===== config.mk =====
export PLATFORM = sky130hd
export DESIGN_NAME = spi_slave
export DESIGN_NICKNAME = d
export VERILOG_FILES = /design/src/rtl/spi_slave_pkg.sv /design/src/rtl/spi_sync_edge.sv /design/src/rtl/spi_slave.sv
export SDC_FILE = /design/constraint.sdc
export NUM_CORES = 1
export LEC_CHECK = 0
export CORE_AREA = 2 2 94 96
export DETAILED_ROUTE_END_ITERATION = 7
export DIE_AREA = 0 0 96 98
export GPL_TIMING_DRIVEN = 0
export PLACE_DENSITY = 0.46
export SLEW_MARGIN = 30
export SYNTH_ARGS = -nofsm -noshare
export SYNTH_HDL_FRONTEND = slang
export SYNTH_SLANG_ARGS = --single-unit

===== constraint.sdc =====
create_clock -name i_clk -period 2.19 [get_ports i_clk]
set_input_delay 0.438 -clock i_clk [delete_from_list [all_inputs] [get_ports i_clk]]
set_output_delay 0.438 -clock i_clk [all_outputs]
set_load 0.03 [all_outputs]

===== src/rtl/spi_slave_pkg.sv =====
`default_nettype none
// ============================================================================
//  Module   : spi_slave_pkg
//  Purpose  : Register map, STATUS/CTRL bit positions and FSM state type
//             shared by the SPI master and SPI slave endpoints.
//  Ports    : none (package)
//  Revision : 1.0  initial release
// ============================================================================
package spi_slave_pkg;

   // CPU register addresses
   localparam logic [3:0] c_ADDR_STATUS   = 4'd0;
   localparam logic [3:0] c_ADDR_DATA_OUT = 4'd1;
   localparam logic [3:0] c_ADDR_DATA_IN  = 4'd2;
   localparam logic [3:0] c_ADDR_CTRL     = 4'd3;

   // STATUS register bit positions
   localparam int c_STAT_BUSY     = 0;
   localparam int c_STAT_RX_VALID = 1;
   localparam int c_STAT_TX_FULL  = 2;
   localparam int c_STAT_OVERRUN  = 3;

   // CTRL register bit positions
   localparam int c_CTRL_CPHA = 0;
   localparam int c_CTRL_CPOL = 1;
   localparam int c_CTRL_EN   = 2;

   typedef enum logic [0:0] {
      ST_IDLE   = 1'b0,
      ST_ACTIVE = 1'b1
   } state_t;

endpackage
`default_nettype wire


===== src/rtl/spi_sync_edge.sv =====
`default_nettype none
// ============================================================================
//  Module   : spi_sync_edge
//  Purpose  : Multi-stage synchroniser for an asynchronous pin, with
//             single-cycle rise/fall pulses derived from the last two
//             synchronised samples.
//  Ports    : i_clk, i_rst   - system clock, async active-high reset
//             i_din          - asynchronous input pin
//             o_dout         - synchronised level
//             o_rise, o_fall - one-cycle edge pulses (combinational)
//  Revision : 1.0  initial release
// ============================================================================
module spi_sync_edge #(
   parameter int   STAGES    = 2,
   parameter logic RESET_VAL = 1'b0
) (
   input  logic i_clk,
   input  logic i_rst,
   input  logic i_din,
   output logic o_dout,
   output logic o_rise,
   output logic o_fall
);

   // Fewer than two stages is not a synchroniser; clamp rather than fail.
   localparam int c_N = (STAGES < 2) ? 2 : STAGES;

   logic [c_N-1:0] r_sync;
   logic           r_prev;

   always_ff @(posedge i_clk or posedge i_rst) begin
      if (i_rst) begin
         r_sync <= {c_N{RESET_VAL}};
         r_prev <= RESET_VAL;
      end else begin
         r_sync <= {r_sync[c_N-2:0], i_din};
         r_prev <= r_sync[c_N-1];
      end
   end

   assign o_dout = r_sync[c_N-1];
   assign o_rise =  r_sync[c_N-1] & ~r_prev;
   assign o_fall = ~r_sync[c_N-1] &  r_prev;

endmodule
`default_nettype wire


===== src/rtl/spi_slave.sv =====
`default_nettype none
// ============================================================================
//  Module   : spi_slave
//  Purpose  : SPI peripheral endpoint. Oversamples SCLK/MOSI/SS in the i_clk
//             domain, shifts bytes MSB-first in all four SPI modes, and
//             exposes a one-byte TX buffer, one-byte RX register and status
//             flags on the CPU register bus.
//  Ports    : i_clk, i_rst            - system clock, async active-high reset
//             i_SCLK, i_MOSI, i_SS    - SPI pins from the external master
//             o_MISO, o_MISO_oe       - SPI data out and its output enable
//             i_en, i_wr, i_addr      - register bus strobe / direction / addr
//             i_data, o_data          - write data / registered read data
//  Revision : 1.0  initial release
// ============================================================================
module spi_slave
   import spi_slave_pkg::*;
#(
   parameter int CLK_FREQ    = 48_000_000,
   parameter int SYNC_STAGES = 2
) (
   input  logic       i_clk,
   input  logic       i_rst,
   input  logic       i_SCLK,
   input  logic       i_MOSI,
   output logic       o_MISO,
   output logic       o_MISO_oe,
   input  logic       i_SS,
   input  logic       i_en,
   input  logic       i_wr,
   input  logic [3:0] i_addr,
   input  logic [7:0] i_data,
   output logic [7:0] o_data
);

   // SCLK must stay at or below this rate for the oversampler to see every edge.
   localparam int c_unused_max_sclk_hz = CLK_FREQ / 8;

   // ------------------------------------------------------------------
   // Pin synchronisers
   // ------------------------------------------------------------------
   logic w_sclk, w_sclk_rise, w_sclk_fall;
   logic w_ss, w_ss_rise, w_ss_fall;
   logic w_mosi, w_mosi_rise, w_mosi_fall;
   logic w_unused_pins;

   spi_sync_edge #(.STAGES(SYNC_STAGES), .RESET_VAL(1'b0)) u_sync_sclk (
      .i_clk (i_clk), .i_rst (i_rst), .i_din (i_SCLK),
      .o_dout(w_sclk), .o_rise(w_sclk_rise), .o_fall(w_sclk_fall)
   );

   // SS is preset high so reset never looks like a select.
   spi_sync_edge #(.STAGES(SYNC_STAGES), .RESET_VAL(1'b1)) u_sync_ss (
      .i_clk (i_clk), .i_rst (i_rst), .i_din (i_SS),
      .o_dout(w_ss), .o_rise(w_ss_rise), .o_fall(w_ss_fall)
   );

   spi_sync_edge #(.STAGES(SYNC_STAGES), .RESET_VAL(1'b0)) u_sync_mosi (
      .i_clk (i_clk), .i_rst (i_rst), .i_din (i_MOSI),
      .o_dout(w_mosi), .o_rise(w_mosi_rise), .o_fall(w_mosi_fall)
   );

   // MOSI is only ever used as a level; SCLK level is only used via its edges.
   assign w_unused_pins = &{1'b0, w_mosi_rise, w_mosi_fall, w_sclk};

   // ------------------------------------------------------------------
   // State
   // ------------------------------------------------------------------
   state_t     r_state, w_state_next;
   logic [2:0] r_ctrl;
   logic       r_cpol, r_cpha;          // mode in force for the current select
   logic [7:0] r_tx_buf;
   logic       r_tx_full;
   logic [7:0] r_rx_data;
   logic       r_rx_valid;
   logic       r_overrun;
   logic [7:0] r_shift;
   logic [2:0] r_bit_cnt;
   logic       r_miso;
   logic       r_miso_oe;
   logic [7:0] r_data;

   logic       w_en, w_busy;
   logic       w_start, w_stop;
   logic       w_act, w_lead, w_trail, w_sample, w_drive;
   logic       w_byte_done;
   logic [7:0] w_shift_in, w_reload_byte;
   logic       w_rd, w_wr;
   logic       w_wr_dout, w_wr_stat, w_wr_ctrl, w_rd_din;
   logic [7:0] w_rd_data;

   assign w_en   = r_ctrl[c_CTRL_EN];
   assign w_busy = w_en & ~w_ss;

   // ------------------------------------------------------------------
   // FSM next state
   // ------------------------------------------------------------------
   always_comb begin
      w_state_next = r_state;
      w_start      = 1'b0;
      w_stop       = 1'b0;
      case (r_state)
         ST_IDLE: begin
            if (w_en && w_ss_fall) begin
               w_state_next = ST_ACTIVE;
               w_start      = 1'b1;
            end
         end
         ST_ACTIVE: begin
            if (!w_en || w_ss_rise) begin
               w_state_next = ST_IDLE;
               w_stop       = 1'b1;
            end
         end
         default: w_state_next = ST_IDLE;
      endcase
   end

   always_ff @(posedge i_clk or posedge i_rst) begin
      if (i_rst) r_state <= ST_IDLE;
      else       r_state <= w_state_next;
   end

   // ------------------------------------------------------------------
   // SCLK edge roles; nothing shifts on the cycle the select ends.
   // ------------------------------------------------------------------
   assign w_act         = (r_state == ST_ACTIVE) && !w_stop;
   assign w_lead        = r_cpol ? w_sclk_fall : w_sclk_rise;
   assign w_trail       = r_cpol ? w_sclk_rise : w_sclk_fall;
   assign w_sample      = w_act && (r_cpha ? w_trail : w_lead);
   assign w_drive       = w_act && (r_cpha ? w_lead  : w_trail);
   assign w_byte_done   = w_sample && (r_bit_cnt == 3'd7);
   assign w_shift_in    = {r_shift[6:0], w_mosi};
   assign w_reload_byte = r_tx_full ? r_tx_buf : 8'h00;

   // ------------------------------------------------------------------
   // Register bus decode
   // ------------------------------------------------------------------
   assign w_rd      = i_en & ~i_wr;
   assign w_wr      = i_en &  i_wr;
   assign w_wr_dout = w_wr && (i_addr == c_ADDR_DATA_OUT);
   assign w_wr_stat = w_wr && (i_addr == c_ADDR_STATUS);
   assign w_wr_ctrl = w_wr && (i_addr == c_ADDR_CTRL);
   assign w_rd_din  = w_rd && (i_addr == c_ADDR_DATA_IN);

   always_comb begin
      w_rd_data = 8'h00;
      case (i_addr)
         c_ADDR_STATUS: begin
            w_rd_data[c_STAT_BUSY]     = w_busy;
            w_rd_data[c_STAT_RX_VALID] = r_rx_valid;
            w_rd_data[c_STAT_TX_FULL]  = r_tx_full;
            w_rd_data[c_STAT_OVERRUN]  = r_overrun;
         end
         c_ADDR_DATA_OUT: w_rd_data = r_tx_buf;
         c_ADDR_DATA_IN:  w_rd_data = r_rx_data;
         c_ADDR_CTRL:     w_rd_data = {5'b0, r_ctrl};
         default:         w_rd_data = 8'h00;
      endcase
   end

   // ------------------------------------------------------------------
   // CTRL and active mode
   // ------------------------------------------------------------------
   always_ff @(posedge i_clk or posedge i_rst) begin
      if (i_rst) begin
         r_ctrl <= 3'b000;
         r_cpol <= 1'b0;
         r_cpha <= 1'b0;
      end else begin
         if (w_wr_ctrl) r_ctrl <= i_data[2:0];
         if (w_start) begin
            r_cpol <= r_ctrl[c_CTRL_CPOL];
            r_cpha <= r_ctrl[c_CTRL_CPHA];
         end
      end
   end

   // ------------------------------------------------------------------
   // TX buffer: a CPU write in the reload cycle lands after the reload
   // consumed the old contents, so tx_full ends set.
   // ------------------------------------------------------------------
   always_ff @(posedge i_clk or posedge i_rst) begin
      if (i_rst) begin
         r_tx_buf  <= 8'h00;
         r_tx_full <= 1'b0;
      end else begin
         if (w_start || w_byte_done) r_tx_full <= 1'b0;
         if (w_wr_dout) begin
            r_tx_buf  <= i_data;
            r_tx_full <= 1'b1;
         end
      end
   end

   // ------------------------------------------------------------------
   // Shift register, bit counter and MISO
   // ------------------------------------------------------------------
   always_ff @(posedge i_clk or posedge i_rst) begin
      if (i_rst) begin
         r_shift   <= 8'h00;
         r_bit_cnt <= 3'd0;
         r_miso    <= 1'b0;
         r_miso_oe <= 1'b0;
      end else begin
         if (w_start) begin
            r_shift   <= w_reload_byte;
            r_bit_cnt <= 3'd0;
            r_miso    <= w_reload_byte[7];
            r_miso_oe <= 1'b1;
         end else begin
            if (w_stop) r_miso_oe <= 1'b0;
            if (w_byte_done) begin
               r_shift   <= w_reload_byte;
               r_bit_cnt <= 3'd0;
            end else if (w_sample) begin
               r_shift   <= w_shift_in;
               r_bit_cnt <= r_bit_cnt + 3'd1;
            end
            // After a sample the next outgoing bit sits in the MSB.
            if (w_drive) r_miso <= r_shift[7];
         end
      end
   end

   // ------------------------------------------------------------------
   // RX data and flags: byte completion wins over a read-clear, and an
   // overrun set wins over a clear in the same cycle.
   // ------------------------------------------------------------------
   always_ff @(posedge i_clk or posedge i_rst) begin
      if (i_rst) begin
         r_rx_data  <= 8'h00;
         r_rx_valid <= 1'b0;
         r_overrun  <= 1'b0;
      end else begin
         if (w_rd_din) r_rx_valid <= 1'b0;
         if (w_wr_stat && i_data[c_STAT_OVERRUN]) r_overrun <= 1'b0;
         if (w_byte_done) begin
            r_rx_data  <= w_shift_in;
            r_rx_valid <= 1'b1;
            if (r_rx_valid) r_overrun <= 1'b1;
         end
      end
   end

   // ------------------------------------------------------------------
   // Registered read data
   // ------------------------------------------------------------------
   always_ff @(posedge i_clk or posedge i_rst) begin
      if (i_rst)     r_data <= 8'h00;
      else if (w_rd) r_data <= w_rd_data;
   end

   assign o_data    = r_data;
   assign o_MISO    = r_miso;
   assign o_MISO_oe = r_miso_oe;

endmodule
`default_nettype wire


==> impl_metrics.yaml <==
finish:
  area_delta_synth_final_pct: 21.1
  num-fill-cells: 841
  drive_gt1_frac: 0.220
  final_cell_count_no_fill: 335
  final_net_count: 247
  num_antenna_cells: 0
timing:
  hold_violations: 0
  finalSetupViolCount: 0
  relSlewSlack: 0.628
  worst_slew_pin_slew_ns: 0.557
  period_needed_ns: 2.09
  rsz0062_at_grt: "false"
  slew_viol_final: 0
  fmax_mhz: 478
  period_share: 0.955
  fin_skew_ns: 0.0111
drt:
  met3_wirelength_um: 180
  detail_route.wl_per_cell_um: 16.1
  top_layer: "met4"
  wl_um: 5390
  dr_wl_met2_um: 2400
  drcViolationCount: 0
  drtIter0Drc: 90
  vias_per_cell: 5.04
  route.vias.total: 1688
  dr.pass1.iters: 4
  postRouteAntennaNets: 0
  wl_met1_um: 2730
global_routing:
  grt_pass1_wl_um: 8870
  grt_usage: 0.123
  antenna_found_initial: 0
  grt-ovfl-total: 0
  grt_pass1_vias: 1683
  grt_max_degree: 30
yosys:
  synth_flop_cell: "dfrtp_1"
  synth_warnings: 0
  synth_most_common_cell: "dfrtp_1"
  synthesis.area_sq_mm: 0.00245
  postSynthAreaPerCell_sq_um: 12.8
  synth_top_family_by_area: "compound AO/OA/AOI/OAI gates"
  syn_nets: 213
  synthAdderAreaFrac: 0.0102
  synth-edff-count: 0
  synth_largest_area_cell: "dfrtp_1"
  synthTopCellsByCount: "dfrtp_1 (51), nand2_1 (15), mux2_2 (13), a221o_1 (8), a32oi_1 (8)"
  synthSimpleGateAreaFrac: 0.125
  synth_compound_area_frac: 0.141
  ys_types: 48
  synth_cells: 192
  ys_async_sr_fraction: 1.00
  synthTopCellsByArea: "dfrtp_1 (52%), mux2_2 (6.0%), mux2_4 (4.3%), a221o_1 (3.3%), dfstp_2 (3.2%)"
  synth-seq-cells: 54
  seq_area_frac_synth: 0.553
  synth_top_area_frac: 0.521
  synth.mux.area_fraction: 0.138
  synthXorXnorAreaFrac: 0.00664
floorplan:
  start_util: 0.289
  die_area_sq_mm: 0.00941
  die_h_um: 98
  core.rowCount: 34
  core_area_sq_mm: 0.00847
  ioPinCount: 29
  die_x_um: 96
critical_path:
  cp_top_family: "simple AND/OR/NAND/NOR gates"
  arrival_ns: 2.29
  crit_path_cell_trace: "clkdlybuf4s50_1, or2_2, nor3b_4, and3_1, buf_4, mux2_2"
  critPathCaptureType: "flop"
  r2r-start: "r_bit_cnt[0]"
  startpoint_type: "input pin"
  critPathLaunch: "i_addr[3]"
  worst-path-buf-inv: 2
  cp_slowest_cell: "clkdlybuf4s50_1"
  critPathMaxStageDelay_ns: 0.39
  crit_path_max_fanout: 9
  cp_data_required_time_ns: 2.39
  crit_type: "in -> reg"
placed_design:
  gp_congestion: 0.729
  dp_hpwl_um: 3810
  io_buffer_count: 26
  dp_cells: 327
pwr:
  ir_worst_vdd_v: 0.000316
  fin_total_pwr_mw: 2.33
  sw_frac_of_total: 0.304
  p_switching_uw: 710
  power_density_mw_per_mm2: 787
  seqPwrFrac: 0.546
  power_frac_clock: 0.251
  p_int_mw: 1.62
  pwr-share-comb: 0.203
  cellLeakagePower_nw: 1.25
clock_network:
  cts_made_buffers: 5
  cts_hold_buffers: 0
  clock_sinks: 54
  cts_tree: "yes"
  cts.htree.levels: 2
  clk_pin_slew_ns: 0.10
  worstSkewPairLatency_ns: 0.31
  clock_tree.root_cell: "clkbuf_8"
  cts.path.max_buffers: 2
worst_hold_path:
  hp-class: "reg -> reg"
  min_from: "u_sync_sclk.r_sync[0]"
job:
  cap_violations: 0
outcome:
  outcome: "completed"
path summary, 6_finish.rpt:
check / slack (ns) / end / cells after the start
min in group asynchronous: 0.45 / r_tx_buf[0] / 2
min: 0.36 / u_sync_sclk.r_sync[1] / 0
min reg2reg: 0.36 / u_sync_sclk.r_sync[1] / 0
max in group asynchronous: 1.28 / r_rx_data[7] / 3
max: 0.1 / r_tx_buf[7] / 6
max reg2reg: 0.20 / r_rx_data[2] / 6
registers in the layout, summed over array words and instances (netlist names), 2 cells and up:
name and flops:
o_data 8, r_rx_data 8, r_shift 8, r_tx_buf 8, r_bit_cnt 3, r_ctrl 3, u_sync_mosi.r_sync 2, u_sync_sclk.r_sync 2
u_sync_ss.r_sync 2
through the flow:
stage | instance area, sq um | setup TNS, ns | setup slack [ns] | hold WS [ns] | util
after global placement | 2850 | -42.81 | -0.772 | 0.335 | 0.336
after floorplan | 2450 | 0 | 0.339 | 0.331 | -
final | 2970 | 0 | 0.0987 | 0.357 | 0.350
after CTS | 2970 | 0 | 0.0737 | 0.360 | 0.350
after detailed placement | 2870 | -2.96 | -0.364 | 0.335 | 0.339
after global routing | 2970 | 0 | 0.00692 | 0.365 | 0.350
layout by cell type (no fill, tap or decap), drive strengths merged, types with 4 or more instances in the layout:
cell type / netlist / routed
o21ai: 7 / 7
a32oi: 8 / 8
clkdlybuf4s50: 0 / 26
a21oi: 4 / 4
nand2: 15 / 15
a22oi: 4 / 4
inv: 3 / 4
nor2: 5 / 5
a221o: 8 / 8
nor3: 8 / 8
nand3: 5 / 5
mux2: 20 / 20
clkbuf: 5 / 10
a22o: 5 / 5
dfrtp: 51 / 51
nor3b: 4 / 4
buf: 4 / 5
metal layers:
layer | global-route usage | up-vias
met5 | 0 | -
met4 | 0.0341 | 0
li1 | - | 791
met3 | 0.0293 | 7
met2 | 0.180 | 31
met1 | 0.180 | 859
area by class of cell:
class	instances	area, sq um	share of cell area
clock buffer	5	68.8	0.0232
buffer	9	46.3	0.0156
tap	108	135	0.0456
sequential	54	1360	0.457
multi-input combinational	125	1040	0.350
clock inverter	3	23.8	0.00801
timing repair buffer	27	280	0.0945
inverter	4	17.5	0.00590
power by group through the flow:
stage	clock network [mW]	registers [mW]	logic, mW
2_1_floorplan	0	1.28	0.322
3_3_place_gp	0	1.30	0.470
3_5_place_dp	0	1.30	0.480
4_1_cts	0.607	1.28	0.482
5_1_grt	0.644	1.30	0.521
6_report	0.585	1.28	0.474
repair_timing:
action,CTS,global route
resized for setup,1,0
setup endpoints to repair,8,0
setup buffers,0,0
hold endpoints to repair,0,0
cells by family (layout without fill, tap and decap cells):
family / count (synthesis) / in the layout
AND/OR/NAND/NOR: 53 / 53
AO/OA/AOI/OAI: 44 / 44
XOR/XNOR: 1 / 1
buffers and inverters: 13 / 48
adder cells (fa/ha/maj): 2 / 2
flip-flops: 54 / 54
multiplexers: 25 / 25
(Power assumes the default switching activity.)
